==> config.mk <==
export PLATFORM = sky130hd
export DESIGN_NAME = camera_emulator
export DESIGN_NICKNAME = d
export VERILOG_FILES = /design/src/rtl/camera_emulator.sv
export SDC_FILE = /design/constraint.sdc
export NUM_CORES = 1
export LEC_CHECK = 0
export BUFFER_PORTS_ARGS = -buffer_cell sky130_fd_sc_hd__buf_2
export CORE_UTILIZATION = 55
export CTS_BUF_LIST = sky130_fd_sc_hd__clkbuf_16
export DETAILED_ROUTE_END_ITERATION = 8
export PLACE_DENSITY_LB_ADDON = 0.2
export RECOVER_POWER = 25
export SLEW_MARGIN = 15
export SYNTH_ARGS = -nofsm -noshare
export SYNTH_HDL_FRONTEND = slang
export SYNTH_SLANG_ARGS = --single-unit
==> constraint.sdc <==
create_clock -name PIXCLK -period 2.65 [get_ports PIXCLK]
set_clock_uncertainty 0.15 [all_clocks]
set_input_delay 0.53 -clock PIXCLK [delete_from_list [all_inputs] [get_ports PIXCLK]]
set_output_delay 0.53 -clock PIXCLK [all_outputs]
set_load 0.01 [all_outputs]
==> src/rtl/camera_emulator.sv <==
// camera_emulator: parallel-camera source (LINE_VALID / FRAME_VALID / DATA_OUT) with ramp or checkerboard data.
// Define CAMERA_EMU_FRAME_COUNTER_EN to add FRAME_COUNT and stamp it on each frame's first pixel.
module camera_emulator #(
  parameter int H_ACTIVE = 752,
  parameter int V_ACTIVE = 480,
  parameter int H_BLANK  = 61,
  parameter int V_BLANK  = 45
) (
  input  logic        PIXCLK,
  input  logic        RESET,
  input  logic        ENABLE,
  input  logic        PATTERN,
  output logic        LINE_VALID,
  output logic        FRAME_VALID,
  output logic [9:0]  DATA_OUT
`ifdef CAMERA_EMU_FRAME_COUNTER_EN
  ,
  output logic [15:0] FRAME_COUNT
`endif
);

  // At least 10 bits so the ramp sum and checker bit 3 can always be sliced directly.
  localparam int CW   = ($clog2(H_ACTIVE + 1) < 10) ? 10 : $clog2(H_ACTIVE + 1);
  localparam int LW   = ($clog2(V_ACTIVE + 1) < 10) ? 10 : $clog2(V_ACTIVE + 1);
  localparam int BMAX = (H_BLANK > V_BLANK) ? H_BLANK : V_BLANK;
  localparam int BW   = ($clog2(BMAX + 1) < 1) ? 1 : $clog2(BMAX + 1);

  localparam logic [CW-1:0] COL_LAST  = CW'(H_ACTIVE - 1);
  localparam logic [LW-1:0] LINE_LAST = LW'(V_ACTIVE - 1);
  localparam logic [BW-1:0] HB_LAST   = BW'(H_BLANK - 1);
  localparam logic [BW-1:0] VB_LAST   = BW'(V_BLANK - 1);

  typedef enum logic [1:0] {IDLE, ACTIVE, HBLANK, VBLANK} state_t;

  state_t        state_q;
  logic [CW-1:0] col_q;
  logic [LW-1:0] line_q;
  logic [BW-1:0] blank_q;
  logic          pat_q;
  logic          lv_q;
  logic          fv_q;
  logic [9:0]    data_q;

  logic [CW-1:0] col_d;
  logic [LW-1:0] line_d;
  logic [9:0]    idle_first_d;
  logic [9:0]    vb_first_d;
  logic          vb_exit_d;

  function automatic logic [9:0] pix(input logic [9:0] c, input logic [9:0] l, input logic p);
    if (p) return (c[3] ^ l[3]) ? 10'h3FF : 10'h000;
    return c + l;
  endfunction

  assign col_d     = col_q + CW'(1);
  assign line_d    = line_q + LW'(1);
  assign vb_exit_d = (state_q == VBLANK) && (blank_q == VB_LAST);

`ifdef CAMERA_EMU_FRAME_COUNTER_EN
  logic [15:0] frame_cnt_q;
  logic [15:0] frame_cnt_d;

  assign frame_cnt_d  = frame_cnt_q + 16'd1;
  // A frame leaving VBLANK already shows the post-increment count.
  assign idle_first_d = frame_cnt_q[9:0];
  assign vb_first_d   = frame_cnt_d[9:0];
  assign FRAME_COUNT  = frame_cnt_q;

  always_ff @(posedge PIXCLK) begin
    if (RESET)          frame_cnt_q <= '0;
    else if (vb_exit_d) frame_cnt_q <= frame_cnt_d;
  end
`else
  assign idle_first_d = pix(10'd0, 10'd0, PATTERN);
  assign vb_first_d   = idle_first_d;
`endif

  always_ff @(posedge PIXCLK) begin
    if (RESET) begin
      state_q <= IDLE;
      col_q   <= '0;
      line_q  <= '0;
      blank_q <= '0;
      pat_q   <= 1'b0;
      lv_q    <= 1'b0;
      fv_q    <= 1'b0;
      data_q  <= '0;
    end else begin
      case (state_q)
        IDLE: begin
          if (ENABLE) begin
            state_q <= ACTIVE;
            col_q   <= '0;
            line_q  <= '0;
            pat_q   <= PATTERN;
            lv_q    <= 1'b1;
            fv_q    <= 1'b1;
            data_q  <= idle_first_d;
          end
        end
        ACTIVE: begin
          if (col_q == COL_LAST) begin
            state_q <= HBLANK;
            blank_q <= '0;
            lv_q    <= 1'b0;
            data_q  <= '0;
          end else begin
            col_q  <= col_d;
            data_q <= pix(col_d[9:0], line_q[9:0], pat_q);
          end
        end
        HBLANK: begin
          if (blank_q != HB_LAST) begin
            blank_q <= blank_q + BW'(1);
          end else if (line_q == LINE_LAST) begin
            state_q <= VBLANK;
            blank_q <= '0;
            fv_q    <= 1'b0;
          end else begin
            state_q <= ACTIVE;
            col_q   <= '0;
            line_q  <= line_d;
            lv_q    <= 1'b1;
            data_q  <= pix(10'd0, line_d[9:0], pat_q);
          end
        end
        VBLANK: begin
          if (!vb_exit_d) begin
            blank_q <= blank_q + BW'(1);
          end else if (ENABLE) begin
            state_q <= ACTIVE;
            col_q   <= '0;
            line_q  <= '0;
            pat_q   <= PATTERN;
            lv_q    <= 1'b1;
            fv_q    <= 1'b1;
            data_q  <= vb_first_d;
          end else begin
            state_q <= IDLE;
          end
        end
        default: state_q <= IDLE;
      endcase
    end
  end

  assign LINE_VALID  = lv_q;
  assign FRAME_VALID = fv_q;
  assign DATA_OUT    = data_q;

endmodule
==> results of run 1 <==
==> worst register-to-register path: cells and delay by family, from the launching register on <==
family,cells,cell delay [ns]
adder cells (fa/ha/maj),2,0.41
AO/OA/AOI/OAI,3,0.46
AND/OR/NAND/NOR,3,0.71
flip-flops,1,0.36
XOR/XNOR,2,0.34
==> cell families after synthesis <==
family,share of synthesized area (%)
AND/OR/NAND/NOR,23.9
AO/OA/AOI/OAI,23.1
buffers and inverters,4.44
adder cells (fa/ha/maj),9.33
XOR/XNOR,9.20
flip-flops,29.7
multiplexers,0.362
==> area by class of cell <==
type | count | area (sq um)
Fill cell | 407 | 1590
Timing Repair Buffer | 34 | 203
Inverter | 16 | 60.1
Tap cell | 67 | 83.8
Multi-Input combinational cell | 271 | 1890
Sequential cell | 41 | 825
Clock buffer | 5 | 125
Clock inverter | 3 | 12.5
==> metal layers <==
layer / vias to the layer above / part of all wire [%]
met5: - / 0
met4: 0 / 2.4
met3: 15 / 5.1
met2: 76 / 49
met1: 1256 / 44
li1: 1294 / -
==> power breakdown <==
part           internal, mW  switching (mW)  leakage [nW]  total [mW]
Clock                 0.340           0.232        0.0687       0.572
Sequential            0.659          0.0428         0.333       0.701
Combinational         0.338           0.565         0.824       0.902
==> timing repair <==
item / CTS / global route
buffers inserted: 0 / 0
resized for setup: 0 / 12
hold buffers: 0 / 0
endpoints found under the hold margin: 0 / 0
endpoints found under the setup margin: 0 / 5
==> synthesized netlist by cell type, types with 7 or more instances <==
cell	count
o21ai_0	18
nand3_1	18
nor3_1	7
xor2_1	9
dfxtp_1	41
a21oi_1	34
a221oi_1	8
xnor2_1	20
inv_1	16
nand2_1	29
and3_1	7
nor2_1	33
ha_1	19
==> metrics by stage <==
stage | TNS, ns | power (mW) | util (%) | cell area (sq um) | hold WS [ns]
after global placement | 0 | 1.57 | 62.7 | 3000 | 0.280
final | 0 | 2.18 | 66.8 | 3200 | 0.301
after CTS | 0 | 2.17 | 65.6 | 3140 | 0.300
after global routing | -0.0134 | 2.32 | 66.8 | 3200 | 0.335
after floorplan | 0 | 1.33 | - | 2760 | 0.325
after detailed placement | -0.00224 | 1.59 | 62.7 | 3000 | 0.287
==> worst paths after layout <==
kind | depth (start not counted) | slack, ns | end
min reg2reg | 2 | 0.30 | DATA_OUT[6]
max | 10 | 0.08 | DATA_OUT[8]
min | 2 | 0.30 | DATA_OUT[6]
max reg2reg | 10 | 0.08 | DATA_OUT[8]
==> sequential cells by signal, summed over array words and instances (netlist names) <==
name and flops:
DATA_OUT 10, FRAME_VALID 1, LINE_VALID 1, blank_q 6, col_q 10, line_q 10, pat_q 1, state_q 2
==> cells in the final DEF (no fill, tap or decap), drive strengths merged, types with 3 or more instances in the layout <==
| cell | synthesis | layout |
|---|---|---|
| dfxtp | 41 | 41 |
| nor2 | 35 | 35 |
| a21oi | 34 | 34 |
| nand2 | 29 | 29 |
| buf | 5 | 22 |
| xnor2 | 20 | 20 |
| o21ai | 20 | 20 |
| ha | 19 | 19 |
| nand3 | 18 | 18 |
| clkbuf | 6 | 17 |
| inv | 16 | 16 |
| xor2 | 9 | 9 |
| a221oi | 8 | 8 |
| and3 | 7 | 7 |
| nor3 | 7 | 7 |
| a21o | 6 | 6 |
| a22oi | 6 | 6 |
| nor4 | 6 | 6 |
| nand4 | 5 | 5 |
| and4 | 5 | 5 |
| a211oi | 4 | 4 |
| o211ai | 4 | 4 |
| and2 | 3 | 3 |
| a31oi | 3 | 3 |
| clkinv | 0 | 3 |
==> run metrics, run 1 <==
status completed; GRT Residual Overflow 0; fin cells 437; critical-path cell list ha_4 -> and3_1 -> nand3_1 -> xnor2_2 -> ha_4 -> or3_1 -> o211ai_1 -> xnor2_1 -> a221oi_1 -> o21ai_0; setup violators final 0; DRT iter0 DRCs 308; Die Ht 72.9 um; worst hold start DATA_OUT[6]; fin crit period 2.57 ns; synthesized area 2760 sq um; Final Hold Vio Count 0; # diodes 0; CP Class register to register; Die Width 72.9 um; met1 GRT Util 34.7%; Die Area 5310 sq um; Mapped Cells 339; Most common cell on crit path ha_4; clock slew at reported path FFs 0.06 ns; Final Cycle Share 96.8%; CTS H-Tree Depth 2; leakage 1.23 nW; clk_lat worst skew 0.28 ns; initial antenna violation count 0; pwr dens 680 nW/um^2; slowest stage cell, crit path or3_1; share of cells above drive strength 1 14.3%; clock sink total 41; CTS root buf clkbuf_16; GRT busiest layer met2; Ys Warns 0; Seq cells post-synth 41; first-pass GRT wire length 11200 um; total CTS buffers 5; Post-Syn Nets 363; Worst path top cell family by delay simple AND/OR/NAND/NOR gates; Min-Delay Path Class register to register; total wire length 6950 um; Max Slew Vio Count 0; I/O pin count 16; largest area contributor in the netlist dfxtp_1; clk buf depth 2; site row count 25; Vias 2641; Post-synth top flop dfxtp_1; CTS tree yes; dpl ws -0.00224 ns; distinct cell type count after synthesis 53; Total GRT Usage 27.3%; port buffer count 15; worst path bufs/invs 0; crit-path max cell delay 0.38 ns; fmax 0.390 GHz; 1st-pass router iterations 4; WL per Instance 15.9 um; placed insts 429; Worst Max-Slew Pin Slew 1.16 ns; drt drc 0; post-DP HPWL 5090 um; maxcap violations 0; GP Congestion 0.870; largest net degree at the start of global routing 17; synthesized area per cell 8.15 sq um; Yosys top cell area share 29.7%; sequential area share after synthesis 29.7%; worst r2r src col_q[1]; Worst EP arrival 2.57 ns; min setup slack post-route 0.0838 ns; top cells by area, synth dfxtp_1 30%, ha_1 8.6%, xnor2_1 6.3%; async set or reset register ratio after synthesis 0%; Worst Path Required 2.65 ns; grt met2 use 46.6%; initial core utilization 57.7%; met3 global-route usage 3.87%; critical path launch point col_q[1]; via/cell ratio 6.04; Worst VDD drop 517 uV; CP Launch Type register; vias in the first global route 2429; Post-layout nets 393; core box area 4790 sq um; Rel. slew slack 22.7%; Antenna Violating Nets Remaining 0; Area growth syn-to-layout 15.8%; EDFF count, synth 0; Setup crit end kind register; worst-path maximum fanout 5
No activity file was read; power rests on OpenSTA's default activity.
==> run 2, diff against run 1 <==
--- a/config.mk
+++ b/config.mk
@@ -11,6 +11,7 @@
 export DETAILED_ROUTE_END_ITERATION = 8
 export PLACE_DENSITY_LB_ADDON = 0.2
 export RECOVER_POWER = 25
+export SETUP_SLACK_MARGIN = 0.2
 export SLEW_MARGIN = 15
 export SYNTH_ARGS = -nofsm -noshare
 export SYNTH_HDL_FRONTEND = slang
==> run metrics, run 2 (synthesized netlist as in run 1, its figures left out) <==
CTS H-Tree Depth 2; Min-Delay Path Class register to register; clk_lat worst skew 0.29 ns; Post-layout nets 401; clock slew at reported path FFs 0.06 ns; largest net degree at the start of global routing 26; pwr dens 643 nW/um^2; Antenna Violating Nets Remaining 0; WL per Instance 16.3 um; CP Class register to register; GRT Residual Overflow 0; Die Area 5310 sq um; Final Cycle Share 93.4%; leakage 1.30 nW; placed insts 428; setup violators final 0; Worst Max-Slew Pin Slew 0.787 ns; cts hold-fix bufs 0; Worst EP arrival 2.50 ns; Setup crit end kind register; clk buf depth 2; crit-path max cell delay 0.36 ns; Area growth syn-to-layout 23.6%; critical-path cell list buf_6 -> and4_4 -> nand4_1 -> xnor2_2 -> ha_1 -> or3_1 -> o211ai_1 -> xnor2_1 -> a221oi_1 -> o21ai_1; vias in the first global route 2469; site row count 25; Max Slew Vio Count 0; min setup slack post-route 0.176 ns; Die Ht 72.9 um; worst-path maximum fanout 4; total CTS buffers 5; total wire length 7240 um; most frequent cells in the layout 33 x dfxtp_1, 33 x nor2_1, 32 x a21oi_1; core box area 4790 sq um; Worst VDD drop 408 uV; GP Congestion 0.860; Reg2Reg Depth 10; # diodes 0; setup TNS 0 ns; Fillers 400; Hold Path Depth 2; first-pass GRT wire length 11700 um; maxcap violations 0; initial core utilization 57.7%; Final Hold Vio Count 0; CP Launch Type register; Die Width 72.9 um; fin crit period 2.47 ns; port buffer count 15; I/O pin count 16; Vias 2696; slowest stage cell, crit path or3_1; clock sink total 41; DRT iter0 DRCs 187; drt drc 0; Worst Path Required 2.67 ns; via/cell ratio 6.07; unrepaired setup endpoints after global routing yes; 1st-pass router iterations 5; post-DP HPWL 4890 um; initial antenna violation count 0; share of cells above drive strength 1 22.5%; hold slack final 0.301 ns; Total GRT Usage 28.8%; status completed; CTS root buf clkbuf_16; CTS tree yes; dpl ws -0.0593 ns; Rel. slew slack 47.5%; fmax 0.404 GHz; fin cells 444
run 2: changes by cell type in the layout (fill, tap and decap cells not counted), sizes merged:
cell,previous run,this run
buf,22,30
clkinv,3,1
inv,16,17
run 2: final cells by class:
class                   instances  area, sq um  share of cell area, %
clock inverters                 2         7.51                  0.220
well taps                      67         83.8                   2.46
repair buffers                 42          267                   7.81
inverters                      16         60.1                   1.76
clock buffers                   5          125                   3.67
flip-flops and latches         41          836                   24.5
multi-input cells             271         2030                   59.6
run 2: report_power, final:
part / total (mW) / internal, mW / switching [mW]
Clock: 0.576 / 0.337 / 0.239
Combinational: 0.920 / 0.344 / 0.576
Sequential: 0.699 / 0.659 / 0.0399
run 2: layer usage:
layer | track usage (%) | part of all wire (%) | vias to the layer above
li1 | - | - | 1308
met1 | 36.1 | 43 | 1283
met2 | 47.4 | 48 | 81
met3 | 5.39 | 5.8 | 24
met4 | 14.6 | 3.2 | 0
met5 | 0 | 0 | -
run 2: final timing paths:
path          startpoint  slack (ns)           to
max             col_q[0]        0.18  DATA_OUT[8]
min reg2reg  DATA_OUT[3]        0.30  DATA_OUT[3]
min          DATA_OUT[3]        0.30  DATA_OUT[3]
max reg2reg     col_q[0]        0.18  DATA_OUT[8]
run 2: worst max-delay path: cells and delay by family (launching register included):
| family | cells | cell delay [ns] |
|---|---|---|
| buffers and inverters | 1 | 0.10 |
| AND/OR/NAND/NOR | 3 | 0.77 |
| XOR/XNOR | 2 | 0.29 |
| adder cells (fa/ha/maj) | 1 | 0.24 |
| AO/OA/AOI/OAI | 3 | 0.47 |
| flip-flops | 1 | 0.35 |
run 2: what timing repair did:
item	CTS	global route
buffers inserted	7	2
pin swaps	12	11
gates resized for setup	23	22
endpoints found under the setup margin	10	19
run 2: through the flow:
step           cell area [sq um]  power [mW]  util [%]
3_3_place_gp                3000        1.56      62.7
3_5_place_dp                3000        1.57      62.7
2_1_floorplan               2770        1.33         -
6_report                    3410        2.19      71.3
5_1_grt                     3410        2.33      71.3
4_1_cts                     3290        2.18      68.7
==> run 3, diff against run 2 <==
--- a/config.mk
+++ b/config.mk
@@ -6,7 +6,7 @@
 export NUM_CORES = 1
 export LEC_CHECK = 0
 export BUFFER_PORTS_ARGS = -buffer_cell sky130_fd_sc_hd__buf_2
-export CORE_UTILIZATION = 55
+export CORE_UTILIZATION = 25
 export CTS_BUF_LIST = sky130_fd_sc_hd__clkbuf_16
 export DETAILED_ROUTE_END_ITERATION = 8
 export PLACE_DENSITY_LB_ADDON = 0.2
==> run metrics, run 3 (synthesized netlist as in run 1, its figures left out) <==
pwr dens 655 nW/um^2; Worst Max-Slew Pin Slew 0.746 ns; fin crit period 2.53 ns; Setup crit end kind register; Worst Path Required 2.67 ns; cts hold-fix bufs 0; clock sink total 41; crit-path max cell delay 0.36 ns; slowest stage cell, crit path dfxtp_2; setup TNS 0 ns; clock slew at reported path FFs 0.07 ns; total CTS buffers 5; fmax 0.395 GHz; Die Area 11500 sq um; CTS tree yes; GP Congestion 0.802; GRT Residual Overflow 0; CP Class register to register; unrepaired setup endpoints after global routing yes; Max Slew Vio Count 0; Antenna Violating Nets Remaining 0; maxcap violations 0; Worst path top cell family by delay compound AO/OA/AOI/OAI gates; worst path bufs/invs 1; commonest non-fill, non-tap cell in the layout dfxtp_1; Post-layout nets 405; via/cell ratio 4.93; first-pass GRT wire length 12100 um; post-DP HPWL 5600 um; Final Hold Vio Count 0; Total GRT Usage 13.6%; core box area 10800 sq um; vias in the first global route 2420; 1st-pass router iterations 4; clk buf depth 2; site row count 38; setup violators final 0; clk_lat worst skew 0.29 ns; R2R setup slack 0.12 ns; hold slack final 0.304 ns; I/O pin count 16; port buffer count 15; critical path launch point col_q[0]; CP Launch Type register; initial antenna violation count 0; # diodes 0; status completed; Min-Delay Path Class register to register; worst hold start DATA_OUT[6]; Final Cycle Share 95.6%; total wire length 7600 um; CTS H-Tree Depth 2; Area growth syn-to-layout 27.3%; most frequent cells in the layout 36 x dfxtp_1, 33 x nor2_1, 31 x a21oi_1; DRT iter0 DRCs 104; Worst EP arrival 2.56 ns; share of cells above drive strength 1 22.3%; placed insts 503; Worst VDD drop 316 uV; Die Ht 107 um; initial core utilization 25.6%; worst-path maximum fanout 4; largest net degree at the start of global routing 18; critical-path cell list buf_6 -> and4_4 -> nand4_1 -> xnor2_2 -> ha_1 -> nand2_1 -> o21ai_1 -> a21oi_2 -> xnor2_1 -> a221oi_2 -> o21ai_0; Rel. slew slack 50.3%; Vias 2574; fin cells 522; Die Width 107 um; drt drc 0; worst r2r src col_q[0]; leakage 1.33 nW; CTS root buf clkbuf_16; WL per Instance 14.6 um
-- run 3: changes by cell type in the layout (fill, tap and decap cells not counted), moves of 3 or more --
cell / before / now
ha_4: 6 / 3
ha_2: 3 / 0
dfxtp_1: 33 / 36
ha_1: 10 / 16
buf_4: 26 / 29
-- run 3: final cells by class --
class	count	area (sq um)
Fill cell	1140	7280
Multi-Input combinational cell	271	2000
Sequential cell	41	827
Timing Repair Buffer	46	309
Tap cell	140	175
Clock buffer	5	125
Inverter	16	60.1
Clock inverter	3	13.8
-- run 3: report_power, final --
group          leakage [nW]  switching, mW  internal, mW
Clock                0.0748          0.258         0.343
Sequential            0.334         0.0411         0.658
Combinational         0.922          0.601         0.400
-- run 3: worst paths after layout --
kind / to / cells past startpoint
worst min-delay path: DATA_OUT[6] / 2
worst max-delay path: DATA_OUT[9] / 11
worst max register to register: DATA_OUT[9] / 11
worst min register to register: DATA_OUT[6] / 2
-- run 3: timing repair --
item                       4_1_cts  5_1_grt
gates resized for setup         12       25
setup buffers                    2        9
setup endpoints to repair        4       13
hold endpoints to repair         0        0
pin swaps                        2       14
-- run 3: metrics by stage --
step                      total power [mW]  worst slack, ns  cell area (sq um)  util, %
after floorplan                       1.33            0.201               2770        -
after CTS                             2.25            0.171               3340     30.9
after global placement                1.62           0.0665               3110     28.8
after global routing                  2.46           0.0366               3510     32.6
final                                 2.30            0.116               3510     32.6
after detailed placement              1.62           0.0283               3110     28.8
-- run 3: metal layers --
metal | up-vias | routed length, um | track usage, %
li1 | 1314 | - | -
met1 | 1208 | 3720 | 18.0
met2 | 43 | 3520 | 22.0
met3 | 9 | 241 | 2.98
met4 | 0 | 120 | 4.11
met5 | - | 0 | 0
-- run 3: worst reg2reg max path, stage by stage, from the launching register on --
cell      delay (ns)
dfxtp_2         0.36
buf_6           0.10
and4_4          0.25
nand4_1         0.17
xnor2_2         0.21
ha_1            0.34
nand2_1         0.09
o21ai_1         0.22
a21oi_2         0.07
xnor2_1         0.15
a221oi_2        0.24
o21ai_0         0.10
